**src/rtl/hcla_addsub_pipe.sv**
```systemverilog
// Pipelined hierarchical carry-lookahead adder/subtractor (4-bit groups, 16-bit blocks).
// Latency: 3 register stages; result visible three cycles after the operands are presented.
// Backpressure: each stage holds while the next is full and stalled; in_ready follows out_ready combinationally.
module hcla_addsub_pipe #(
  parameter int WIDTH = 32
) (
  input  logic             clk,
  input  logic             rst_n,
  input  logic             in_valid,
  output logic             in_ready,
  input  logic [WIDTH-1:0] a,
  input  logic [WIDTH-1:0] b,
  input  logic             op,
  output logic             out_valid,
  input  logic             out_ready,
  output logic [WIDTH-1:0] result,
  output logic             cout,
  output logic             borrow,
  output logic             zero,
  output logic             neg,
  output logic             ovf
);

  localparam int NG = WIDTH / 4;   // 4-bit groups
  localparam int NB = WIDTH / 16;  // 16-bit blocks

  // stage valids and advance terms
  logic v1, v2;
  logic adv1, adv2, adv3;

  // S1 state: bit generate/propagate; op doubles as the carry-in
  logic [WIDTH-1:0] s1_g, s1_p;
  logic             s1_op;

  // S2 state: bit propagate, low three generates of each group, group carry-ins, carry out
  logic [WIDTH-1:0]      s2_p;
  logic [NG-1:0][2:0]    s2_g;
  logic [NG-1:0]         s2_gc;
  logic                  s2_cout;
  logic                  s2_op;

  // combinational helpers
  logic [WIDTH-1:0] b_eff;
  logic [NG-1:0]    gg, gp, gc;
  logic [NB-1:0]    bg, bp;
  logic             bcarry;
  logic [WIDTH-1:0] c;
  logic [WIDTH-1:0] sum;

  assign adv3     = !out_valid || out_ready;
  assign adv2     = !v2 || adv3;
  assign adv1     = !v1 || adv2;
  assign in_ready = adv1;

  // subtraction uses the complement path: a + ~b + 1
  assign b_eff = op ? ~b : b;

  // S1 register: capture bit-level g/p on a transfer
  always_ff @(posedge clk or negedge rst_n) begin
    if (!rst_n) begin
      v1    <= 1'b0;
      s1_g  <= '0;
      s1_p  <= '0;
      s1_op <= 1'b0;
    end else if (adv1) begin
      v1 <= in_valid;
      if (in_valid) begin
        s1_g  <= a & b_eff;
        s1_p  <= a ^ b_eff;
        s1_op <= op;
      end
    end
  end

  // group and block lookahead; block carries ripple from cin, then group carry-ins per block
  always_comb begin
    gg     = '0;
    gp     = '0;
    gc     = '0;
    bg     = '0;
    bp     = '0;
    bcarry = s1_op;
    for (int k = 0; k < NG; k++) begin
      gg[k] = s1_g[4*k+3]
            | (s1_p[4*k+3] & s1_g[4*k+2])
            | (s1_p[4*k+3] & s1_p[4*k+2] & s1_g[4*k+1])
            | ((&s1_p[4*k+1 +: 3]) & s1_g[4*k]);
      gp[k] = &s1_p[4*k +: 4];
    end
    for (int j = 0; j < NB; j++) begin
      bg[j] = gg[4*j+3]
            | (gp[4*j+3] & gg[4*j+2])
            | (gp[4*j+3] & gp[4*j+2] & gg[4*j+1])
            | ((&gp[4*j+1 +: 3]) & gg[4*j]);
      bp[j] = &gp[4*j +: 4];
      gc[4*j]   = bcarry;
      gc[4*j+1] = gg[4*j] | (gp[4*j] & bcarry);
      gc[4*j+2] = gg[4*j+1] | (gp[4*j+1] & gg[4*j]) | (gp[4*j+1] & gp[4*j] & bcarry);
      gc[4*j+3] = gg[4*j+2] | (gp[4*j+2] & gg[4*j+1]) | (gp[4*j+2] & gp[4*j+1] & gg[4*j])
                | ((&gp[4*j +: 3]) & bcarry);
      bcarry = bg[j] | (bp[j] & bcarry);
    end
  end

  // S2 register: forward p, the generates S3 still needs, group carry-ins and the final carry
  always_ff @(posedge clk or negedge rst_n) begin
    if (!rst_n) begin
      v2      <= 1'b0;
      s2_p    <= '0;
      s2_g    <= '0;
      s2_gc   <= '0;
      s2_cout <= 1'b0;
      s2_op   <= 1'b0;
    end else if (adv2) begin
      v2 <= v1;
      if (v1) begin
        s2_p    <= s1_p;
        for (int k = 0; k < NG; k++) s2_g[k] <= s1_g[4*k +: 3];
        s2_gc   <= gc;
        s2_cout <= bcarry;
        s2_op   <= s1_op;
      end
    end
  end

  // bit carries inside each group from its carry-in, then sum
  always_comb begin
    c = '0;
    for (int k = 0; k < NG; k++) begin
      c[4*k]   = s2_gc[k];
      c[4*k+1] = s2_g[k][0] | (s2_p[4*k] & s2_gc[k]);
      c[4*k+2] = s2_g[k][1] | (s2_p[4*k+1] & s2_g[k][0]) | (s2_p[4*k+1] & s2_p[4*k] & s2_gc[k]);
      c[4*k+3] = s2_g[k][2] | (s2_p[4*k+2] & s2_g[k][1]) | (s2_p[4*k+2] & s2_p[4*k+1] & s2_g[k][0])
               | ((&s2_p[4*k +: 3]) & s2_gc[k]);
    end
    sum = s2_p ^ c;
  end

  // S3 register: result and flags, held while the consumer stalls
  always_ff @(posedge clk or negedge rst_n) begin
    if (!rst_n) begin
      out_valid <= 1'b0;
      result    <= '0;
      cout      <= 1'b0;
      borrow    <= 1'b0;
      zero      <= 1'b0;
      neg       <= 1'b0;
      ovf       <= 1'b0;
    end else if (adv3) begin
      out_valid <= v2;
      if (v2) begin
        result <= sum;
        cout   <= s2_cout;
        borrow <= s2_op & ~s2_cout;
        zero   <= (sum == '0);
        neg    <= sum[WIDTH-1];
        ovf    <= c[WIDTH-1] ^ s2_cout;
      end
    end
  end

endmodule

```
**config.mk**
```make
export PLATFORM = sky130hd
export DESIGN_NAME = hcla_addsub_pipe
export DESIGN_NICKNAME = d
export VERILOG_FILES = /design/src/rtl/hcla_addsub_pipe.sv
export SDC_FILE = /design/constraint.sdc
export NUM_CORES = 1
export LEC_CHECK = 0
export BUFFER_PORTS_ARGS = -buffer_cell sky130_fd_sc_hd__clkbuf_2
export CORE_ASPECT_RATIO = 0.9
export CORE_MARGIN = 5
export CORE_UTILIZATION = 30
export CTS_CLUSTER_DIAMETER = 200
export CTS_CLUSTER_SIZE = 16
export DETAILED_ROUTE_END_ITERATION = 10
export PLACE_DENSITY_LB_ADDON = 0.15
export SYNTH_ARGS = -nofsm -noshare
export SYNTH_HDL_FRONTEND = slang
export SYNTH_SLANG_ARGS = --single-unit
```
**constraint.sdc**
```tcl
create_clock -name clk -period 4.1 [get_ports clk]
set_input_delay 0.82 -clock clk [delete_from_list [all_inputs] [get_ports clk]]
set_output_delay 0.82 -clock clk [all_outputs]
set_load 0.1 [all_outputs]
```
# Word level (Yosys, flattened, before mapping)
# Index checks and enable logic that the tools add are counted.
# Widths: inputs -> output; s select.
# op_classes
n_shift	0
muxes	1
n_reduce_logical	40
n_addsub	0
order_cmp	0
n_bitwise	221
n_div	0
n_mul	0
n_eq_ne	0
# op_table
op	count
$and 1x1->1	123
$or 1x1->1	92
$xor 32x32->32	2
$reduce_and 12->1	4
$reduce_and 3->1	16
$and 32x32->32	1
$logic_not 32->1	1
$mux 32	1
$not 32->32	1
$reduce_and 16->1	2
$reduce_and 4->1	8
$reduce_and 2->1	3
$logic_not 1->1	3
$logic_or 1x1->1	3
$not 1->1	1
$xor 1x1->1	1
# totals
rom_bits	0
reg_bits	171
output_inout_bits	39
input_bits	69
mem_count	0
latch_bits	0
mem_bits_rw	0
wordCells	286

# Longest topological paths before layout
# Gate-level depths: netlist of the first run.
# depth
depth_word	11
mapped_depth	7
mapped_depth_nobuf	7

# Least setup slack after synthesis of the first run
# OpenSTA, ideal clock, no wires.
# synth_timing
path_type	reg2reg
start	register out_valid
end	register s1_g[0]
period_less_slack_ns	3.393
t_arrival_ns	3.268
slack_ns	0.707
path_buffers	2
setup_ns	0.125
path_stages_with_launch	6
required_time_ns	3.975
cell_sequence	dfrtp_1 -> nand4b_1 -> nand2_1 -> buf_2 -> buf_2 -> mux2_2
# synth_via
elab_chain_cells	5
# synth_lines
element	line_no	rtl
start, declared	14	output logic out_valid,
start signal, assigned	150	out_valid <= v2;
$logic_not 1->1	50	assign adv3 = !out_valid || out_ready;
$logic_or 1x1->1	50	
$logic_or 1x1->1	51	assign adv2 = !v2 || adv3;
$logic_or 1x1->1	52	assign adv1 = !v1 || adv2;
net in_ready	10	output logic in_ready,
$reduce_and 2->1 (no source line)	-	
end signal, assigned	68	s1_g <= a & b_eff;
end, declared	32	logic [WIDTH-1:0] s1_g, s1_p;
# The timed path passes the listed nets, and every way through them passes these cells.
# A chain may end at the register's enable or synchronous reset.

# Worst setup path after layout of the first run
# layout_timing
start	input port out_ready
end	output port in_ready
# layout_via
elab_chain_cells	3
# layout_lines
element	line_no	rtl
start, declared	15	input logic out_ready,
$logic_or 1x1->1	50	
$logic_or 1x1->1	51	
$logic_or 1x1->1	52	
end, declared	10	
# No other way between the ends.

==> results of run 1 <==
-- power by group through the flow --
stage	clock network, mW	logic (mW)	registers (mW)
detailed placement	0	2.82	2.54
global placement	0	2.81	2.54
CTS	1.81	2.83	2.51
global route	1.88	2.99	2.57
floorplan	0	0.966	3.65
finish	1.76	2.79	2.50
-- cell families after synthesis --
family                     count (synthesis)  synth area share (%)
DFF                                      169                  53.5
and+or+nand+nor                          255                  13.4
buffers and inverters                     36                  1.93
muxes                                     81                  11.5
adders and majority gates                 40                  6.33
AOI/OAI and AO/OA                         89                  7.03
xor gates and xnor gates                  56                  6.21
-- registers in the layout (all words and copies together) (netlist names) --
signal	flops
v2	1
s1_g	32
result	32
s2_p	32
out_valid	1
zero	1
s1_p	32
cout	1
s1_op	1
s2_g	24
borrow	1
ovf	1
s2_gc	8
v1	1
s2_cout	1
-- placed cells by master (no fill, tap or decap), drive strengths merged, types with 11 or more instances in the layout --
cell type,n
a21o,18
a21oi,22
clkbuf,123
dfrtp,169
ha,40
inv,11
mux2,81
nand2,200
nor2,19
o21ai,29
xor2,46
-- worst reg2reg max path, stage by stage, from the launching register on --
cell and delay [ns]:
dfrtp_1 0.40, ha_1 0.36, nor4_1 0.65, nand2_1 0.11
or4_4 0.43, nor4_2 0.17, a31o_1 0.17
-- final cells by class --
type / count / share of cell area [%]
Sequential cell: 169 / 44.6
Multi-Input combinational cell: 521 / 37.2
Timing Repair Buffer: 116 / 6.69
Tap cell: 348 / 4.59
Clock buffer: 17 / 4.48
Clock inverter: 15 / 2.26
Inverter: 5 / 0.198
-- stage by stage --
step	std cells	hold WS, ns	area [sq um]
after floorplan	726	0.437	7900
after global placement	1159	0.453	8850
after detailed placement	1159	0.457	8850
after CTS	1191	0.474	9490
after global routing	1191	0.493	9490
final	1191	0.456	9490
-- per-layer routing --
layer / GRT usage (%) / vias up / wire [um]
li1: - / 2672 / -
met1: 20.1 / 2621 / 9920
met2: 19.6 / 95 / 8320
met3: 3.12 / 15 / 836
met4: 3.51 / 0 / 242
met5: 0 / - / 0
-- worst paths after layout --
path,startpoint,to,slack [ns],cells after the start
hold reg to reg,s2_g[17],s2_g[17],0.47,2
setup reg to reg,s2_gc[3],zero,1.76,6
min in group clk,s2_g[17],s2_g[17],0.47,2
setup / recovery,out_ready,in_ready,1.71,3
hold / removal,rst_n,s2_p[29],0.46,1
max in group asynchronous,rst_n,s2_g[15],2.71,2
==> impl_metrics.py, run 1 <==
metrics = {
    "outcome": {
        "outcome": "complete, no violations",
    },
    "floorplanning": {
        "start_util_pct": 30.4,
        "ios": 108,
        "die_y_um": 164,
        "core_region_area_sq_um": 26000,
        "rows": 56,
        "fp.dieW_um": 181,
        "dieArea_sq_um": 29700,
    },
    "yosys": {
        "synth_cells": 726,
        "ys.flop_type": "dfrtp_1",
        "synth-seq-cells": 169,
        "yosys.area.top_type": "dfrtp_1",
        "async_flop_share_pct": 100,
        "yosys_warnings": 0,
        "synth.avg_cell_area_sq_um": 10.9,
        "ys_seq_area_share_pct": 53.5,
        "syn_area_sq_um": 7900,
        "synth_top_cell_area_share_pct": 53.5,
        "syn-num-nets": 835,
        "yosysUniqueCellTypes": 42,
        "synthTopCellsByCount": "200 x nand2_1, 169 x dfrtp_1, 81 x mux2_2",
        "synth_edf_count": 0,
        "synth.most_common_cell": "nand2_1",
        "yosys-top-cells-area": "dfrtp_1 54%, mux2_2 12%, nand2_1 9.5%, ha_1 6.3%, xor2_1 5.1%",
    },
    "worst_setup_path": {
        "crit_top_cell": "clkbuf_2",
        "path_cells": "clkbuf_2, nand4b_1, clkbuf_2",
        "cp_max_fo": 3,
        "critical-path-max-stage-delay_ns": 0.42,
        "path_class": "in2out",
        "cp_slowest_cell": "clkbuf_2",
        "startpoint_type": "input pin",
        "cp-end-kind": "output pin",
        "crit_buf_inv": 2,
        "crit_family": "buffers and inverters",
        "critPathRequiredTime_ns": 3.28,
        "cp.arrival_ns": 1.57,
    },
    "cts": {
        "clock_path_buffers": 2,
        "post-cts-setup-buffers": 0,
        "cts_resized": 0,
        "clk_latency_ns": 0.42,
        "clock-sinks": 169,
        "postCtsHoldBufs": 0,
        "cts-htree-levels": 4,
        "cts-buffers-inserted": 17,
        "tritoncts": "done",
        "clk_pin_slew_ns": 0.07,
        "cts_root_buf": "clkbuf_16",
    },
    "route": {
        "drt-total-wl_mm": 19.3,
        "drt_iter0_markers": 279,
        "vias": 5403,
        "ant_nets": 0,
        "viasPerCell": 4.54,
        "drc": 0,
        "dr.pass1.iters": 4,
        "wire_per_inst_um": 16.2,
    },
    "sta": {
        "tightest_slew_ns": 0.905,
        "final_max_slew_viol_count": 0,
        "finalCriticalPeriod_ns": 2.39,
        "hold_viol": 0,
        "skew_ns": 0.00605,
        "max_freq_mhz": 418,
        "setup_tns_ns": 0,
        "timing.final.ws_setup_ns": 1.71,
        "setup_violations": 0,
        "rsz0062_at_grt": "false",
        "fin_crit_sh_pct": 58.4,
        "timing.slew.headroom_pct": 39.6,
    },
    "power_and_ir_drop": {
        "p_sw_mw": 3.19,
        "power.leakage_nw": 4.67,
        "clockPowerShare_pct": 24.9,
        "comb_power_share_pct": 39.6,
        "p_per_area_nw_per_um2": 744,
        "peakVddDrop_mv": 0.491,
        "power_mw": 7.05,
        "p_int_mw": 3.86,
        "seq_power_share_pct": 35.5,
        "switching_share_pct": 45.3,
    },
    "layout": {
        "final_util_pct": 36.5,
        "nFillCells": 2642,
        "drive_gt1_share_pct": 28.5,
        "multi_input_area_sq_um": 3530,
        "n_antenna_cell": 0,
        "seq_area_sq_um": 4230,
        "syn2layout_area_growth_pct": 20.0,
        "nNetsFinal": 939,
    },
    "global_route": {
        "grt_max_degree": 90,
        "grt-ovfl-total": 0,
        "groute.usage.overall_pct": 13.4,
        "antenna_found_initial": 2,
        "grt_pass1_wl_mm": 31.1,
        "grt_pass1_vias": 5486,
    },
    "flow_run": {
        "maxCapViolations": 0,
    },
    "placement": {
        "portBuffers": 107,
        "dpl_worst_slack_ns": 1.37,
        "place_hpwl_mm": 14.2,
        "gp_congestion": 0.781,
    },
    "min_path": {
        "hold_path_class": "in2async",
    },
}
(Power assumes the default switching activity.)
==> inputs of run 2 (changes only) <==
Clock period 4.1 ns to 2.2 ns, I/O delays scaled along.
==> impl_metrics.py, run 2 (synthesis gave the netlist of run 1 again) <==
metrics = {
    "route": {
        "drc": 0,
        "ant_nets": 0,
        "viasPerCell": 4.48,
        "vias": 5384,
        "drt-total-wl_mm": 19.7,
        "dr.pass1.iters": 6,
        "drt_iter0_markers": 232,
        "wire_per_inst_um": 16.4,
    },
    "power_and_ir_drop": {
        "power_mw": 13.2,
        "peakVddDrop_mv": 0.684,
        "p_int_mw": 7.28,
        "power.leakage_nw": 4.72,
        "comb_power_share_pct": 39.5,
        "seq_power_share_pct": 36.1,
        "p_sw_mw": 5.89,
        "clockPowerShare_pct": 24.3,
        "switching_share_pct": 44.7,
        "p_per_area_nw_per_um2": 1370,
    },
    "cts": {
        "cts-htree-levels": 4,
        "clock-sinks": 169,
        "clk_latency_ns": 0.44,
        "cts_root_buf": "clkbuf_16",
        "clock_path_buffers": 2,
        "cts_resized": 0,
        "tritoncts": "done",
        "clk_pin_slew_ns": 0.06,
        "cts-buffers-inserted": 17,
    },
    "floorplanning": {
        "start_util_pct": 30.4,
        "ios": 108,
        "dieArea_sq_um": 29700,
        "fp.dieW_um": 181,
        "core_region_area_sq_um": 26000,
        "die_y_um": 164,
        "rows": 56,
    },
    "min_path": {
        "holdPathStages": 2,
        "hold_path_class": "in2reg",
    },
    "layout": {
        "n_antenna_cell": 0,
        "final_cell_mix": "197 x nand2_1, 168 x dfrtp_1, 106 x clkbuf_2, 81 x mux2_2, 46 x xor2_1",
        "seq_area_sq_um": 4230,
        "drive_gt1_share_pct": 29.0,
        "multi_input_area_sq_um": 3530,
        "nNetsFinal": 949,
        "mostFrequentLayoutCell": "nand2_1",
        "syn2layout_area_growth_pct": 21.4,
        "nFillCells": 2558,
    },
    "worst_setup_path": {
        "cp.arrival_ns": 2.43,
        "cp_max_fo": 4,
        "path_class": "reg2reg",
        "reg2reg_depth": 7,
        "critPathRequiredTime_ns": 2.56,
        "startpoint_type": "flop",
        "cp-end-kind": "flop",
    },
    "global_route": {
        "grt_pass1_wl_mm": 31.9,
        "grt_max_degree": 66,
        "grt_pass1_vias": 5511,
        "antenna_found_initial": 0,
        "groute.usage.overall_pct": 13.9,
        "grt-ovfl-total": 0,
    },
    "placement": {
        "portBuffers": 107,
        "gp_congestion": 0.780,
        "place_hpwl_mm": 14.7,
    },
    "sta": {
        "hold_viol": 0,
        "setup_violations": 0,
        "fin_crit_sh_pct": 94.2,
        "tightest_slew_ns": 0.608,
        "rsz0062_at_grt": "false",
        "finalCriticalPeriod_ns": 2.07,
        "setup_tns_ns": 0,
        "max_freq_mhz": 483,
        "skew_ns": 0.0200,
        "timing.slew.headroom_pct": 59.6,
        "final_max_slew_viol_count": 0,
    },
    "flow_run": {
        "maxCapViolations": 0,
    },
    "outcome": {
        "outcome": "complete, no violations",
    },
}
## run 2: changes by cell type in the layout (fill, tap and decap cells not counted), moves of 2 or more
cell | previous run | this run
buf_12 | 2 | 5
buf_4 | 7 | 13
clkbuf_1 | 0 | 3
clkbuf_8 | 0 | 2
inv_6 | 5 | 1
## run 2: final cells by class
cell class / count / area share [%]
timing repair buffer: 126 / 7.81
tap: 348 / 4.54
clock buffer: 22 / 4.84
clock inverter: 10 / 1.73
inverter: 5 / 0.196
multi-input combinational: 521 / 36.8
sequential: 169 / 44.1
## run 2: critical path, stage by stage (launching register included)
cell and delay (ns):
dfrtp_1 0.42, ha_1 0.19, nor2_1 0.11, xor2_1 0.28, nand4_1 0.16, or4_4 0.53
nor4_2 0.15, a31o_1 0.17
## run 2: stage by stage
step                      utilization (%)  hold slack (ns)  setup WS [ns]  instances  cell area (sq um)
after CTS                            36.9            0.213          0.135       1200               9590
after global placement               34.4            0.347          0.204       1167               8950
after global routing                 36.9            0.224        0.00361       1201               9600
after detailed placement             34.4            0.347          0.181       1167               8950
after floorplan                         -            0.144         -0.565        726               7940
final                                36.9            0.228          0.128       1201               9600
## run 2: path summary, 6_finish.rpt
kind	start	end	slack, ns
setup / recovery	s2_gc[0]	zero	0.13
hold / removal	in_valid	v1	0.23
setup reg to reg	s2_gc[0]	zero	0.13
hold reg to reg	s2_g[20]	s2_g[20]	0.48
max in group asynchronous	rst_n	s1_g[13]	1.10
min in group asynchronous	rst_n	s1_g[30]	0.46
## run 2: repair_timing
item                                    CTS  global route
hold endpoints to repair                 26             0
buffers inserted                          0             1
hold buffers                              1             0
endpoints found under the setup margin    0             1
## run 2: power by group through the flow
stage          combinational, mW  clock (mW)  sequential [mW]
6_report                    5.21        3.21             4.76
5_1_grt                     5.60        3.44             4.87
4_1_cts                     5.27        3.31             4.76
3_5_place_dp                5.25           0             4.82
3_3_place_gp                5.23           0             4.81
2_1_floorplan               1.81           0             6.81
## run 2: metal layers
metal	track usage, %	wire, um
met5	0	0
met4	3.99	178
met3	3.21	679
met2	19.0	8160
met1	21.6	10700
==> inputs of run 3 (changes only) <==
Settings changed: SKIP_LAST_GASP set to 1.
Clock period 2.2 ns to 2.3 ns, I/O delays scaled along.
==> impl_metrics.py, run 3 (synthesis gave the netlist of run 1 again) <==
metrics = {
    "outcome": {
        "outcome": "complete, no violations",
    },
    "global_route": {
        "antenna_found_initial": 0,
        "globalRouteMet1Util_pct": 21.8,
        "met3_usage_pct": 3.45,
        "grt-ovfl-total": 0,
        "grt_pass1_wl_mm": 32.5,
        "grt_max_degree": 66,
        "grt_pass1_vias": 5563,
        "gr-usage-met2_pct": 19.7,
        "groute.usage.overall_pct": 14.1,
        "gr-max-usage-layer": "met1",
    },
    "floorplanning": {
        "start_util_pct": 30.4,
        "ios": 108,
        "die_y_um": 164,
        "core_region_area_sq_um": 26000,
        "dieArea_sq_um": 29700,
        "rows": 56,
        "fp.dieW_um": 181,
    },
    "layout": {
        "multi_input_area_sq_um": 3530,
        "final_area_sq_um": 9580,
        "n_antenna_cell": 0,
        "nNetsFinal": 946,
        "syn2layout_area_growth_pct": 21.3,
        "seq_area_sq_um": 4230,
        "drive_gt1_share_pct": 28.8,
        "final_cell_mix": "197 x nand2_1, 168 x dfrtp_1, 106 x clkbuf_2, 81 x mux2_2, 46 x xor2_1",
        "mostFrequentLayoutCell": "nand2_1",
        "nFillCells": 2609,
    },
    "power_and_ir_drop": {
        "power_mw": 12.6,
        "peakVddDrop_mv": 0.680,
        "p_per_area_nw_per_um2": 1310,
        "power.leakage_nw": 4.71,
    },
    "placement": {
        "place_hpwl_mm": 15.0,
        "dpl_worst_slack_ns": 0.315,
        "dpl_cell_area_sq_um": 8940,
        "gp_congestion": 0.783,
        "portBuffers": 107,
    },
    "worst_setup_path": {
        "cp_slowest_cell": "clkbuf_2",
        "critPathRequiredTime_ns": 1.84,
        "path_cells": "nand4b_1, clkbuf_2",
        "critical-path-max-stage-delay_ns": 0.50,
        "path_class": "reg2out",
        "worstReg2RegStart": "s2_p[0]",
        "reg2reg_depth": 7,
        "cp_max_fo": 4,
        "startpoint_type": "flop",
        "cp.arrival_ns": 1.59,
        "crit_start": "out_valid",
        "cp-end-kind": "output pin",
    },
    "route": {
        "viasPerCell": 4.50,
        "dr.pass1.iters": 4,
        "drt-total-wl_mm": 20.2,
        "ant_nets": 0,
        "wire_per_inst_um": 16.8,
        "vias": 5394,
        "drc": 0,
        "drt_iter0_markers": 289,
    },
    "sta": {
        "final_max_slew_viol_count": 0,
        "tightest_slew_ns": 0.553,
        "finalCriticalPeriod_ns": 2.05,
        "setup_tns_ns": 0,
        "fin_crit_sh_pct": 89.3,
        "max_freq_mhz": 487,
        "fin_hold_ws_ns": 0.263,
        "hold_viol": 0,
        "timing.slew.headroom_pct": 63.3,
        "skew_ns": 0.0120,
        "rsz0062_at_grt": "false",
        "setup_violations": 0,
        "timing.final.ws_setup_ns": 0.247,
    },
    "cts": {
        "clock_path_buffers": 2,
        "tritoncts": "done",
        "clk_pin_slew_ns": 0.06,
        "clock-sinks": 169,
        "clk_latency_ns": 0.43,
        "cts_root_buf": "clkbuf_16",
        "cts-htree-levels": 4,
        "cts-buffers-inserted": 17,
    },
    "min_path": {
        "holdPathStages": 2,
        "hold_path_class": "in2reg",
        "min-delay-start": "in_valid",
    },
    "flow_run": {
        "maxCapViolations": 0,
    },
}
[run 3: changes by cell type in the layout (fill, tap and decap cells not counted)]
cell        previous run  this run
clkbuf_1               3         2
clkinvlp_4             5         3
buf_4                 13         9
clkinv_4               0         3
inv_6                  1         0
bufinv_16              4         3
buf_12                 5         6
clkbuf_8               2         4
[run 3: report_power, final]
part | leakage [nW] | switching [mW] | internal [mW] | total [mW]
Combinational | 2.34 | 3.68 | 1.25 | 4.93
Clock | 0.296 | 1.22 | 1.83 | 3.06
Sequential | 2.08 | 0.780 | 3.81 | 4.59
[run 3: layout make-up]
cell class                      count  share of cell area (%)
Multi-Input combinational cell    521                    36.8
Inverter                            5                   0.196
Clock buffer                       23                    5.09
Timing Repair Buffer              123                    7.72
Clock inverter                      9                    1.45
Sequential cell                   169                    44.2
Tap cell                          348                    4.54
[run 3: through the flow]
| step | std cells | utilization (%) |
|---|---|---|
| floorplan | 726 | - |
| global placement | 1165 | 34.4 |
| detailed placement | 1165 | 34.4 |
| CTS | 1198 | 36.9 |
| global route | 1198 | 36.9 |
| finish | 1198 | 36.9 |
[run 3: worst paths after layout]
check	to	slack (ns)
max	in_ready	0.25
min	v1	0.26
max reg2reg	zero	0.30
min reg2reg	ovf	0.48
max in group asynchronous	s1_g[11]	1.16
min in group asynchronous	s2_g[21]	0.54
[run 3: timing repair]
item                                    4_1_cts  5_1_grt
buffers inserted                              0        0
hold buffers                                  1        0
endpoints found under the setup margin        0        0
hold endpoints to repair                     36        0
resized for setup                             0        0
[run 3: critical path: cells and delay by family (launching register included)]
| family | cells | cell delay, ns |
|---|---|---|
| buf+inv | 1 | 0.50 |
| flops | 1 | 0.49 |
| simple gates | 1 | 0.17 |
[run 3: layer usage]
layer	vias to the layer above	wire length, um
met5	-	0
met2	95	8450
met4	0	144
met1	2614	10900
met3	7	673
li1	2678	-
